==> config.mk <==
export PLATFORM = sky130hd
export DESIGN_NAME = modmul_shift_add_173
export DESIGN_NICKNAME = d
export VERILOG_FILES = /design/src/rtl/modmul_173_pkg.sv /design/src/rtl/shift_add_step.sv /design/src/rtl/modmul_shift_add_173.sv
export SDC_FILE = /design/constraint.sdc
export NUM_CORES = 1
export LEC_CHECK = 0
export BUFFER_PORTS_ARGS = -buffer_cell sky130_fd_sc_hd__buf_4
export CORE_ASPECT_RATIO = 1.2
export CORE_MARGIN = 1.5
export CORE_UTILIZATION = 40
export DETAILED_ROUTE_END_ITERATION = 10
export PLACE_DENSITY = 0.55
export SKIP_CTS_REPAIR_TIMING = 1
export SLEW_MARGIN = 20
export SYNTH_ARGS = -nofsm -noshare
export SYNTH_HDL_FRONTEND = slang
export SYNTH_SLANG_ARGS = --single-unit
==> constraint.sdc <==
create_clock -name clk -period 7 [get_ports clk]
set_input_delay 1.75 -clock clk [delete_from_list [all_inputs] [get_ports clk]]
set_output_delay 1.75 -clock clk [all_outputs]
set_load 0.02 [all_outputs]
==> src/rtl/modmul_173_pkg.sv <==
// Shared constants and state encoding for the GF(173) shift-add multiplier.
package modmul_173_pkg;

    localparam int P  = 173;
    localparam int W  = 8;
    localparam int PW = 15;
    localparam int CW = $clog2(W);

    typedef logic [1:0] state_t;

    localparam state_t IDLE = 2'd0;
    localparam state_t BUSY = 2'd1;
    localparam state_t DONE = 2'd2;

endpackage

==> src/rtl/shift_add_step.sv <==
// One radix-2 shift-add iteration: conditional accumulate, shift multiplicand left, multiplier right.
// Latency: combinational.
// Backpressure: none, pure datapath.
module shift_add_step
    import modmul_173_pkg::*;
(
    input  logic [PW-1:0] acc,
    input  logic [PW-1:0] a_sh,
    input  logic [W-1:0]  b_sh,
    output logic [PW-1:0] acc_nxt,
    output logic [PW-1:0] a_sh_nxt,
    output logic [W-1:0]  b_sh_nxt
);

    assign acc_nxt  = b_sh[0] ? acc + a_sh : acc;
    assign a_sh_nxt = a_sh << 1;
    assign b_sh_nxt = b_sh >> 1;

endmodule

==> src/rtl/modmul_shift_add_173.sv <==
// Sequential 8x8 -> 15-bit multiplier feeding the mod-173 reducer; OPERAND_CHECK_EN adds range_err.
// Latency: result valid W cycles after acceptance; initiation interval W+2.
// Backpressure: result held in DONE until out_ready; in_ready only asserted in IDLE.
module modmul_shift_add_173
    import modmul_173_pkg::*;
(
    input  logic          clk,
    input  logic          rst,
    input  logic [W-1:0]  din_a,
    input  logic [W-1:0]  din_b,
    input  logic          in_valid,
    output logic          in_ready,
    output logic [PW-1:0] dout_p,
    output logic          out_valid,
    input  logic          out_ready,
    output logic          busy
`ifdef OPERAND_CHECK_EN
    ,
    output logic          range_err
`endif
);

    state_t        state;
    logic [PW-1:0] acc;
    logic [PW-1:0] a_sh;
    logic [W-1:0]  b_sh;
    logic [CW-1:0] cnt;

    logic [PW-1:0] acc_nxt;
    logic [PW-1:0] a_sh_nxt;
    logic [W-1:0]  b_sh_nxt;

    shift_add_step u_step (
        .acc      (acc),
        .a_sh     (a_sh),
        .b_sh     (b_sh),
        .acc_nxt  (acc_nxt),
        .a_sh_nxt (a_sh_nxt),
        .b_sh_nxt (b_sh_nxt)
    );

    always_ff @(posedge clk or posedge rst) begin
        if (rst) begin
            state <= IDLE;
            acc   <= '0;
            a_sh  <= '0;
            b_sh  <= '0;
            cnt   <= '0;
        end else begin
            case (state)
                IDLE: begin
                    if (in_valid) begin
                        a_sh  <= PW'(din_a);
                        b_sh  <= din_b;
                        acc   <= '0;
                        cnt   <= '0;
                        state <= BUSY;
                    end
                end
                BUSY: begin
                    acc  <= acc_nxt;
                    a_sh <= a_sh_nxt;
                    b_sh <= b_sh_nxt;
                    cnt  <= cnt + CW'(1);
                    // Fixed latency: no early exit when the multiplier runs out of ones.
                    if (cnt == CW'(W - 1)) begin
                        state <= DONE;
                    end
                end
                DONE: begin
                    if (out_ready) begin
                        state <= IDLE;
                    end
                end
                default: state <= IDLE;
            endcase
        end
    end

`ifdef OPERAND_CHECK_EN
    always_ff @(posedge clk or posedge rst) begin
        if (rst) begin
            range_err <= 1'b0;
        end else if (state == IDLE && in_valid) begin
            range_err <= (din_a >= W'(P)) | (din_b >= W'(P));
        end else if (state == DONE && out_ready) begin
            range_err <= 1'b0;
        end
    end
`endif

    // State is IDLE during reset, so gate in_ready explicitly to keep it low.
    assign in_ready  = (state == IDLE) && !rst;
    assign out_valid = (state == DONE);
    assign busy      = (state == BUSY) || (state == DONE);
    assign dout_p    = acc;

endmodule

==> impl_metrics.yaml, run 1 <==
outcome:
  outcome: "completed"
sta:
  drv_slew: 0
  rsz0062_at_grt: "no"
  clock-skew-final_ns: 0.00222
  max_freq_mhz: 261
  min_period_ns: 3.83
  hold_slack_ns: 0.497
  relSlewSlack: 0.366
  post-route-period-util: 0.548
  max_slew.worst_pin.slew_ns: 0.950
  tns_ns: 0
  setup_viol: 0
  hold_violations: 0
global_route:
  grt_max_degree: 44
  antenna_found_initial: 0
  grt_pass1_vias: 2067
  overflow: 0
  grt_pass1_wl_um: 9800
  grt_usage: 0.174
synth:
  synth_mux_area_frac: 0.0760
  seq_area_frac_synth: 0.409
  synth.avg_cell_area_um2: 9.75
  synth_nets: 310
  synthAdderAreaFrac: 0.0979
  synth_top_family_by_area: "compound AO/OA/AOI/OAI gates"
  synth_edf_count: 0
  synth_xor_area_frac: 0.0233
  async_reset_ff_frac: 1.00
  netlist_area_um2: 2630
  synth_warnings: 0
  synth-simple-area-share: 0.125
  synthCells: 270
  synth_compound_area_frac: 0.227
  synthDistinctLibCells: 49
  synth_ff_type: "dfrtp_1"
  ys_ff_latch: 43
cells_and_area:
  antenna_cells: 0
  multiInputGateArea_um2: 1440
  register_area_um2: 1080
  nNetsFinal: 341
  areaGrowthSynthToFinish_pct: 16.5
  fill_cells: 614
  drive_gt1_frac: 0.179
drt:
  routedWlPerCell_um: 15.0
  dr.pass1.iters: 4
  viasPerCell: 5.36
  vias: 2076
  drt_iter0_markers: 112
  ant_nets: 0
  route.detailed.drc: 0
  wirelength_um: 5790
clocking:
  cts_root_buffer: "clkbuf_8"
  cts_tree: "yes"
  clk_latency_ns: 0.30
  clkSinkCount: 43
  clockBufferDepth: 2
  path_clk_slew_ns: 0.09
  htree_levels: 2
  numCtsBuffers: 5
critical_path:
  cp_max_fo: 2
  endpoint_kind: "output pin"
  required_ns: 5.25
  path_cells: "buf_4 > nor2_1 > buf_4"
  crit_path_frequent_cell: "buf_4"
  worst_path_max_delay_cell: "buf_4"
  cp_data_arrival_time_ns: 2.08
  critPathKind: "input pin to output pin"
  slowest_delay_ns: 0.14
  critPathLaunchType: "input pin"
hold_path:
  holdCritPathClass: "flip-flop to flip-flop"
power:
  p_per_area_nw_per_um2: 470
  ir_worst_vdd_mv: 0.223
  leakage_uw: 0.00148
placed_design:
  port_buffers: 37
  dp_hpwl_um: 4080
  place_congestion: 0.787
floorplan:
  fp.dieW_um: 77.1
  initial_utilization: 0.411
  die_h_um: 91.9
  dieArea_um2: 7080
  rows: 32
  core_region_area_um2: 6410
  pin_count: 38
job:
  cap_violations: 0
==> through the flow <==
stage | instances | setup WS (ns) | cell area (um2) | util | power [uW]
floorplan | 270 | 3.22 | 2630 | - | 1060
global placement | 379 | 2.87 | 2950 | 0.460 | 1240
detailed placement | 379 | 2.82 | 2950 | 0.460 | 1250
CTS | 387 | 3.13 | 3070 | 0.479 | 1460
global route | 387 | 2.93 | 3070 | 0.479 | 1570
finish | 387 | 3.17 | 3070 | 0.479 | 1440
==> cell usage after synthesis, types with 4 or more instances <==
cell type | number | area (um2)
dfrtp_1 | 43 | 1080
nand2_1 | 38 | 143
o21ai_0 | 34 | 170
mux2i_1 | 20 | 200
ha_1 | 19 | 238
a21oi_1 | 15 | 75.1
inv_1 | 8 | 30.0
clkbuf_1 | 7 | 26.3
nor2_1 | 7 | 26.3
a32oi_1 | 6 | 52.6
a22o_1 | 5 | 43.8
a21o_1 | 4 | 30.0
nand3_1 | 4 | 20.0
nor2b_1 | 4 | 25.0
xor2_1 | 4 | 35.0
==> final timing paths <==
check / startpoint / end / slack [ns] / cells after the start
max: rst / in_ready / 3.17 / 3
min: b_sh[2] / b_sh[2] / 0.50 / 2
max reg2reg: state[1] / dout_p[13] / 3.82 / 8
min reg2reg: b_sh[2] / b_sh[2] / 0.50 / 2
max in group asynchronous: rst / dout_p[5] / 5.02 / 3
min in group asynchronous: rst / cnt[0] / 1.60 / 3
==> per-layer routing <==
layer  track usage  up-vias  part of all wire
li1              -     1048                 -
met1         0.232      980              0.47
met2         0.291       42              0.47
met3        0.0318        6             0.040
met4        0.0455        0             0.011
met5             0        -                 0
==> power breakdown <==
part | total, uW | internal [uW] | leakage, uW | switching, uW
sequential | 455 | 358 | 0.000561 | 97.5
combinational | 779 | 322 | 0.000855 | 458
clock | 208 | 116 | 0.0000612 | 92.0
==> kinds of logic (layout without fill, tap and decap cells) <==
logic type | count (synthesis) | after routing
AO/OA/AOI/OAI | 89 | 89
XOR/XNOR | 7 | 7
adder cells (fa/ha/maj) | 20 | 20
buffers and inverters | 23 | 55
flip-flops | 43 | 43
multiplexers | 20 | 20
AND/OR/NAND/NOR | 68 | 68
==> flip-flops by register name, indices dropped and copies added, names as in the netlist <==
name,flops
state,2
b_sh,8
cnt,3
a_sh,15
dout_p,15
==> area by class of cell <==
cell class | instances | area share
flip-flops and latches | 43 | 0.351
clock inverters | 2 | 0.0114
clock buffers | 6 | 0.0269
multi-input cells | 204 | 0.471
well taps | 85 | 0.0347
inverters | 8 | 0.00979
repair buffers | 39 | 0.0955
==> worst max-delay path, delay by kind of cell <==
kind | cells | cell delay [ns]
buf+inv | 2 | 0.25
simple gates | 1 | 0.08
==> cells in the final DEF, fill, tap and decap left out, types with 3 or more instances in the layout <==
cell      count
a22o_1        5
a32oi_1       6
o31ai_1       3
xor2_1        4
ha_1         19
or3_1         3
o21ai_0      34
clkbuf_8      6
a21oi_1      15
a21o_1        4
nand3_1       4
inv_1         7
xnor2_1       3
dfrtp_1      43
buf_4        39
mux2i_1      20
nand2_1      38
nor2b_1       4
nor2_1        7
a211oi_1      3
(Power assumes the default switching activity.)
==> run 2: changes to the inputs <==
==> constraint.sdc (replaced) <==
create_clock -name clk -period 3.93 [get_ports clk]
set_input_delay 0.9825 -clock clk [delete_from_list [all_inputs] [get_ports clk]]
set_output_delay 0.9825 -clock clk [all_outputs]
set_load 0.02 [all_outputs]
==> run 2 against run 1 <==
Largest power group unchanged. First-iteration DRC count is 39% lower. Critical path type is now flip-flop to output pin. Critical endpoint unchanged. Routed wire length decreased by 2.2%. Core utilization fell by 0.41 points. Non-clock buffer count is 1 higher. Critical path depth grew 2. Sequential cell count stayed put. Highest routed layer unchanged. Global-route usage hardly changed.
==> impl_metrics.yaml, run 2 (synthesized netlist as in run 1, its figures left out) <==
sta:
  post-route-period-util: 0.648
  min_period_ns: 2.55
  rsz0062_at_grt: "no"
  relSlewSlack: 0.567
  tns_ns: 0
  max_freq_mhz: 392
  setup_viol: 0
  clock-skew-final_ns: 0.00912
  max_slew.worst_pin.slew_ns: 0.648
  drv_slew: 0
  hold_violations: 0
cells_and_area:
  finalCoreUtilization: 0.475
  final_common_cell: "dfrtp_1"
  antenna_cells: 0
  areaGrowthSynthToFinish_pct: 15.5
  mostFrequentLayoutCells: "43 x dfrtp_1, 40 x buf_4, 38 x nand2_1, 34 x o21ai_0, 20 x mux2i_1"
  instances_no_fill: 388
  drive_gt1_frac: 0.182
  nNetsFinal: 342
critical_path:
  reg2reg_from: "state[0]"
  slowest_delay_ns: 0.41
  cp_data_arrival_time_ns: 1.57
  critPathKind: "flip-flop to output pin"
  crit_path_frequent_cell: "inv_1"
  r2r-end: "dout_p[9]"
  worst_path_max_delay_cell: "dfrtp_1"
  critPathLaunchType: "flip-flop"
  path_delay_family: "flip-flops"
  required_ns: 2.95
  cp_max_fo: 10
  path_cells: "inv_1 > ha_1 > inv_1 > nor2_1 > buf_4"
  reg2reg_depth: 7
  r2r_slack_ns: 1.46
  endpoint_kind: "output pin"
  cp_num_buf_inv: 3
floorplan:
  fp.dieW_um: 77.1
  pin_count: 38
  rows: 32
  die_h_um: 91.9
  initial_utilization: 0.411
  core_region_area_um2: 6410
  dieArea_um2: 7080
job:
  cap_violations: 0
placed_design:
  port_buffers: 37
  dp_hpwl_um: 4110
  placedCellCount: 380
  place_congestion: 0.802
clocking:
  path_clk_slew_ns: 0.09
  htree_levels: 2
  clk_latency_ns: 0.30
  cts_root_buffer: "clkbuf_8"
  cts_tree: "yes"
  clockBufferDepth: 2
  clkSinkCount: 43
  numCtsBuffers: 5
drt:
  routedWlPerCell_um: 14.6
  ant_nets: 0
  route.detailed.drc: 0
  drt_iter0_markers: 68
  wirelength_um: 5660
  viasPerCell: 5.26
  vias: 2042
  dr.pass1.iters: 4
global_route:
  grt_pass1_vias: 2111
  overflow: 0
  grt_max_degree: 34
  grt_pass1_wl_um: 9840
  antenna_found_initial: 0
  grt_usage: 0.174
power:
  ir_worst_vdd_mv: 0.489
  p_per_area_nw_per_um2: 818
  leakage_uw: 0.00147
hold_path:
  min_to: "b_sh[4]"
  holdCritPathClass: "flip-flop to flip-flop"
  holdPathStages: 2
  worstHoldStart: "b_sh[4]"
outcome:
  outcome: "completed"
==> run 2: changes by cell type in the layout (fill, tap and decap cells not counted) <==
cell and delta:
buf_4 +1, bufinv_16 -1, clkbuf_8 -1, clkinv_2 +2
==> run 2: worst reg2reg max path, stage by stage (launching register included) <==
cell and delay (ns):
dfrtp_1 0.41, inv_1 0.09, ha_1 0.35, nor2b_1 0.59, or2_1 0.21, a21o_1 0.48, nand2_1 0.13, o41ai_1 0.10
==> run 2: layout make-up <==
| cell class | instances | area (um2) |
|---|---|---|
| clock buffers | 5 | 68.8 |
| repair buffers | 40 | 300 |
| flip-flops and latches | 43 | 1080 |
| well taps | 85 | 106 |
| multi-input cells | 204 | 1440 |
| inverters | 8 | 30.0 |
| clock inverters | 3 | 15.0 |
| fillers | 636 | 3370 |
==> run 2: worst max-delay path by stage <==
stage / start / to / slack, ns / cells after the start
6_report: state[0] / in_ready / 1.38 / 5
4_1_cts: state[0] / in_ready / 1.36 / 5
3_3_place_gp: in_valid / dout_p[12] / 1.28 / 6
5_1_grt: state[1] / dout_p[12] / 1.14 / 8
2_1_floorplan: in_valid / dout_p[3] / 1.53 / 10
3_5_place_dp: in_valid / dout_p[1] / 1.20 / 5
==> run 2: routing by layer <==
| metal | routed length (um) | part of all wire | global-route usage | vias up |
|---|---|---|---|---|
| met5 | 0 | 0 | 0 | - |
| met4 | 93 | 0.016 | 0.0530 | 0 |
| met3 | 211 | 0.037 | 0.0328 | 8 |
| met2 | 2640 | 0.47 | 0.298 | 43 |
| met1 | 2710 | 0.48 | 0.221 | 943 |
| li1 | - | - | - | 1048 |
==> run 2: metrics by stage <==
stage	area [um2]	power, uW	setup slack (ns)	hold WS, ns
floorplan	2630	1890	1.53	0.450
global placement	2960	2210	1.28	0.463
detailed placement	2960	2230	1.20	0.475
CTS	3040	2520	1.36	0.496
global route	3040	2710	1.14	0.510
finish	3040	2490	1.38	0.493
==> run 2: report_power, final <==
group	leakage [uW]	switching, uW	internal [uW]	total (uW)
combinational	0.000860	810	579	1390
sequential	0.000561	174	637	811
clock	0.0000477	164	122	286
==> run 3: changes to the inputs <==
--- a/config.mk
+++ b/config.mk
@@ -5,6 +5,7 @@
 export SDC_FILE = /design/constraint.sdc
 export NUM_CORES = 1
 export LEC_CHECK = 0
+export ABC_AREA = 1
 export BUFFER_PORTS_ARGS = -buffer_cell sky130_fd_sc_hd__buf_4
 export CORE_ASPECT_RATIO = 1.2
 export CORE_MARGIN = 1.5
==> constraint.sdc (replaced) <==
create_clock -name clk -period 2.6 [get_ports clk]
set_input_delay 0.65 -clock clk [delete_from_list [all_inputs] [get_ports clk]]
set_output_delay 0.65 -clock clk [all_outputs]
set_load 0.02 [all_outputs]
==> run 3 against run 2 <==
Critical path depth unchanged. First-iteration DRC count up 32%. Clock power up 86%. Setup slack worse by 0.79 ns. Critical path type unchanged. Sequential power up 41%. Critical endpoint unchanged. Hold slack worse by 0.10 ns. Via count up 15%.
==> impl_metrics.yaml, run 3 <==
outcome:
  outcome: "completed"
placed_design:
  place_area_um2: 3060
  place_congestion: 0.818
  port_buffers: 37
  dp_hpwl_um: 4760
global_route:
  antenna_found_initial: 0
  grt_max_degree: 35
  grt_pass1_wl_um: 10700
  grt_pass1_vias: 2377
  grt_usage: 0.189
  gr-usage-met2: 0.349
  use_met3: 0.0322
  grt_busiest_layer: "met2"
  use_met1: 0.216
  overflow: 0
synth:
  yosys.area.top_type: "dfrtp_1"
  synth_top_area_share: 0.398
  async_reset_ff_frac: 1.00
  synthDistinctLibCells: 28
  synth_compound_area_frac: 0.116
  synth_top_family_by_area: "simple AND/OR/NAND/NOR gates"
  synth_mux_area_frac: 0
  synth-simple-area-share: 0.285
  synth_ff_type: "dfrtp_1"
  synth_xor_area_frac: 0.00324
  synth.avg_cell_area_um2: 7.30
  netlist_area_um2: 2700
  synth_nets: 410
  yosys-top-cells-area: "dfrtp_1 40%, nand2_1 18%, ha_1 8.8%"
  yosys-top-cells-count: "131 x nand2_1, 55 x inv_1, 43 x dfrtp_1"
  synthAdderAreaFrac: 0.0954
  yosysMostFrequentCell: "nand2_1"
  synthCells: 370
  ys_ff_latch: 43
  synth_edf_count: 0
  synth_warnings: 0
  seq_area_frac_synth: 0.398
sta:
  tns_ns: 0
  rsz0062_at_grt: "no"
  max_slew.worst_pin.slew_ns: 0.753
  post-route-period-util: 0.774
  setup_viol: 0
  hold_violations: 0
  min_period_ns: 2.01
  drv_slew: 0
  hold_slack_ns: 0.388
  relSlewSlack: 0.495
  max_freq_mhz: 497
  clock-skew-final_ns: 0.00285
critical_path:
  r2r-end: "a_sh[3]"
  crit_path_frequent_cell: "inv_1"
  required_ns: 1.95
  worst_path_max_delay_cell: "dfrtp_1"
  reg2reg_from: "state[1]"
  cp_num_buf_inv: 3
  path_cells: "inv_1 > ha_1 > inv_1 > nor2_1 > buf_4"
  slowest_delay_ns: 0.41
  critPathLaunchType: "flip-flop"
  reg2reg_depth: 8
  cp_max_fo: 3
  path_delay_family: "flip-flops"
  critPathKind: "flip-flop to output pin"
  r2r_slack_ns: 0.75
  endpoint_kind: "output pin"
  cp_data_arrival_time_ns: 1.36
power:
  seq_power_share: 0.308
  pwr-share-comb: 0.547
  swShare: 0.473
  finalPower_uw: 3700
  p_per_area_nw_per_um2: 1170
  p_sw_uw: 1750
  pwr-share-clk: 0.144
  leakage_uw: 0.00174
  ir_worst_vdd_mv: 0.586
  power.internal_uw: 1950
drt:
  routedWlPerCell_um: 12.4
  drt_iter0_markers: 90
  vias: 2342
  dr.pass1.iters: 4
  route.detailed.drc: 0
  wirelength_um: 6100
  ant_nets: 0
  viasPerCell: 4.76
cells_and_area:
  final_common_cell: "nand2_1"
  mostFrequentLayoutCells: "131 x nand2_1, 54 x inv_1, 43 x dfrtp_1, 38 x buf_4, 28 x nor2_1"
  areaGrowthSynthToFinish_pct: 17.1
  final_area_um2: 3160
  fill_cells: 671
  antenna_cells: 0
  nNetsFinal: 447
  drive_gt1_frac: 0.140
clocking:
  clkSinkCount: 43
  cts_tree: "yes"
  htree_levels: 2
  clockBufferDepth: 2
  path_clk_slew_ns: 0.09
  clk_latency_ns: 0.30
  numCtsBuffers: 5
  cts_root_buffer: "clkbuf_8"
hold_path:
  holdCritPathClass: "input pin to async pin"
floorplan:
  die_h_um: 93.0
  dieArea_um2: 7260
  fp.dieW_um: 78.0
  rows: 32
  pin_count: 38
  core_region_area_um2: 6490
  initial_utilization: 0.416
job:
  cap_violations: 0
run 3: changes by cell type in the layout (fill, tap and decap cells not counted), sizes merged, moves of 4 or more:
cell	delta
nor2	+23
o22ai	+6
a31oi	+7
a32oi	-6
a21o	-5
mux2i	-20
inv	+51
o21ai	-20
a21oi	-4
nor2b	-5
nand3	+18
nand2	+93
run 3: layer usage:
metal  up-vias  wire, um
met3        11       158
met1      1051      2730
met5         -         0
met4         0       124
met2        35      3090
li1       1245         -
run 3: power groups by stage:
stage | combinational (uW) | sequential (uW) | clock (uW)
after floorplan | 1520 | 1180 | 0
after global placement | 2030 | 1160 | 0
after detailed placement | 2060 | 1160 | 0
after CTS | 2070 | 1150 | 545
after global routing | 2350 | 1180 | 565
final | 2030 | 1140 | 533
run 3: metrics by stage:
| step | setup slack, ns | instances | util |
|---|---|---|---|
| 5_1_grt | 0.495 | 492 | 0.488 |
| 2_1_floorplan | 0.848 | 370 | - |
| 4_1_cts | 0.565 | 492 | 0.488 |
| 6_report | 0.587 | 492 | 0.488 |
| 3_3_place_gp | 0.764 | 485 | 0.471 |
| 3_5_place_dp | 0.727 | 485 | 0.471 |
run 3: layout make-up:
| type | count | area (um2) | area share |
|---|---|---|---|
| clock inverters | 2 | 37.5 | 0.0119 |
| multi-input cells | 259 | 1350 | 0.426 |
| repair buffers | 39 | 305 | 0.0965 |
| well taps | 85 | 106 | 0.0336 |
| flip-flops and latches | 43 | 1080 | 0.340 |
| inverters | 59 | 221 | 0.0700 |
| clock buffers | 5 | 68.8 | 0.0217 |
run 3: worst register-to-register path: stages, from the launching register on:
cell and delay, ns:
dfrtp_1 0.39, inv_1 0.10, ha_1 0.18, inv_2 0.12, a21oi_4 0.23, nor2_4 0.10
inv_2 0.38, nor2_1 0.11, a31oi_1 0.17
run 3: cell families (layout without fill, tap and decap cells):
| group | count (synthesis) | count (layout) |
|---|---|---|
| fa+ha+maj | 20 | 20 |
| buf+inv | 68 | 105 |
| flops | 43 | 43 |
| xor+xnor | 1 | 1 |
| simple gates | 189 | 189 |
| compound gates | 49 | 49 |
run 3: how the worst max path moves through the flow:
stage          slack (ns)       from  cells past startpoint         end
2_1_floorplan        0.85  dout_p[0]                      7   dout_p[4]
3_3_place_gp         0.76    a_sh[0]                     10  dout_p[10]
3_5_place_dp         0.73   in_valid                      7     a_sh[3]
4_1_cts              0.57   state[0]                      5    in_ready
5_1_grt              0.50   state[0]                      5    in_ready
6_report             0.59   state[0]                      5    in_ready
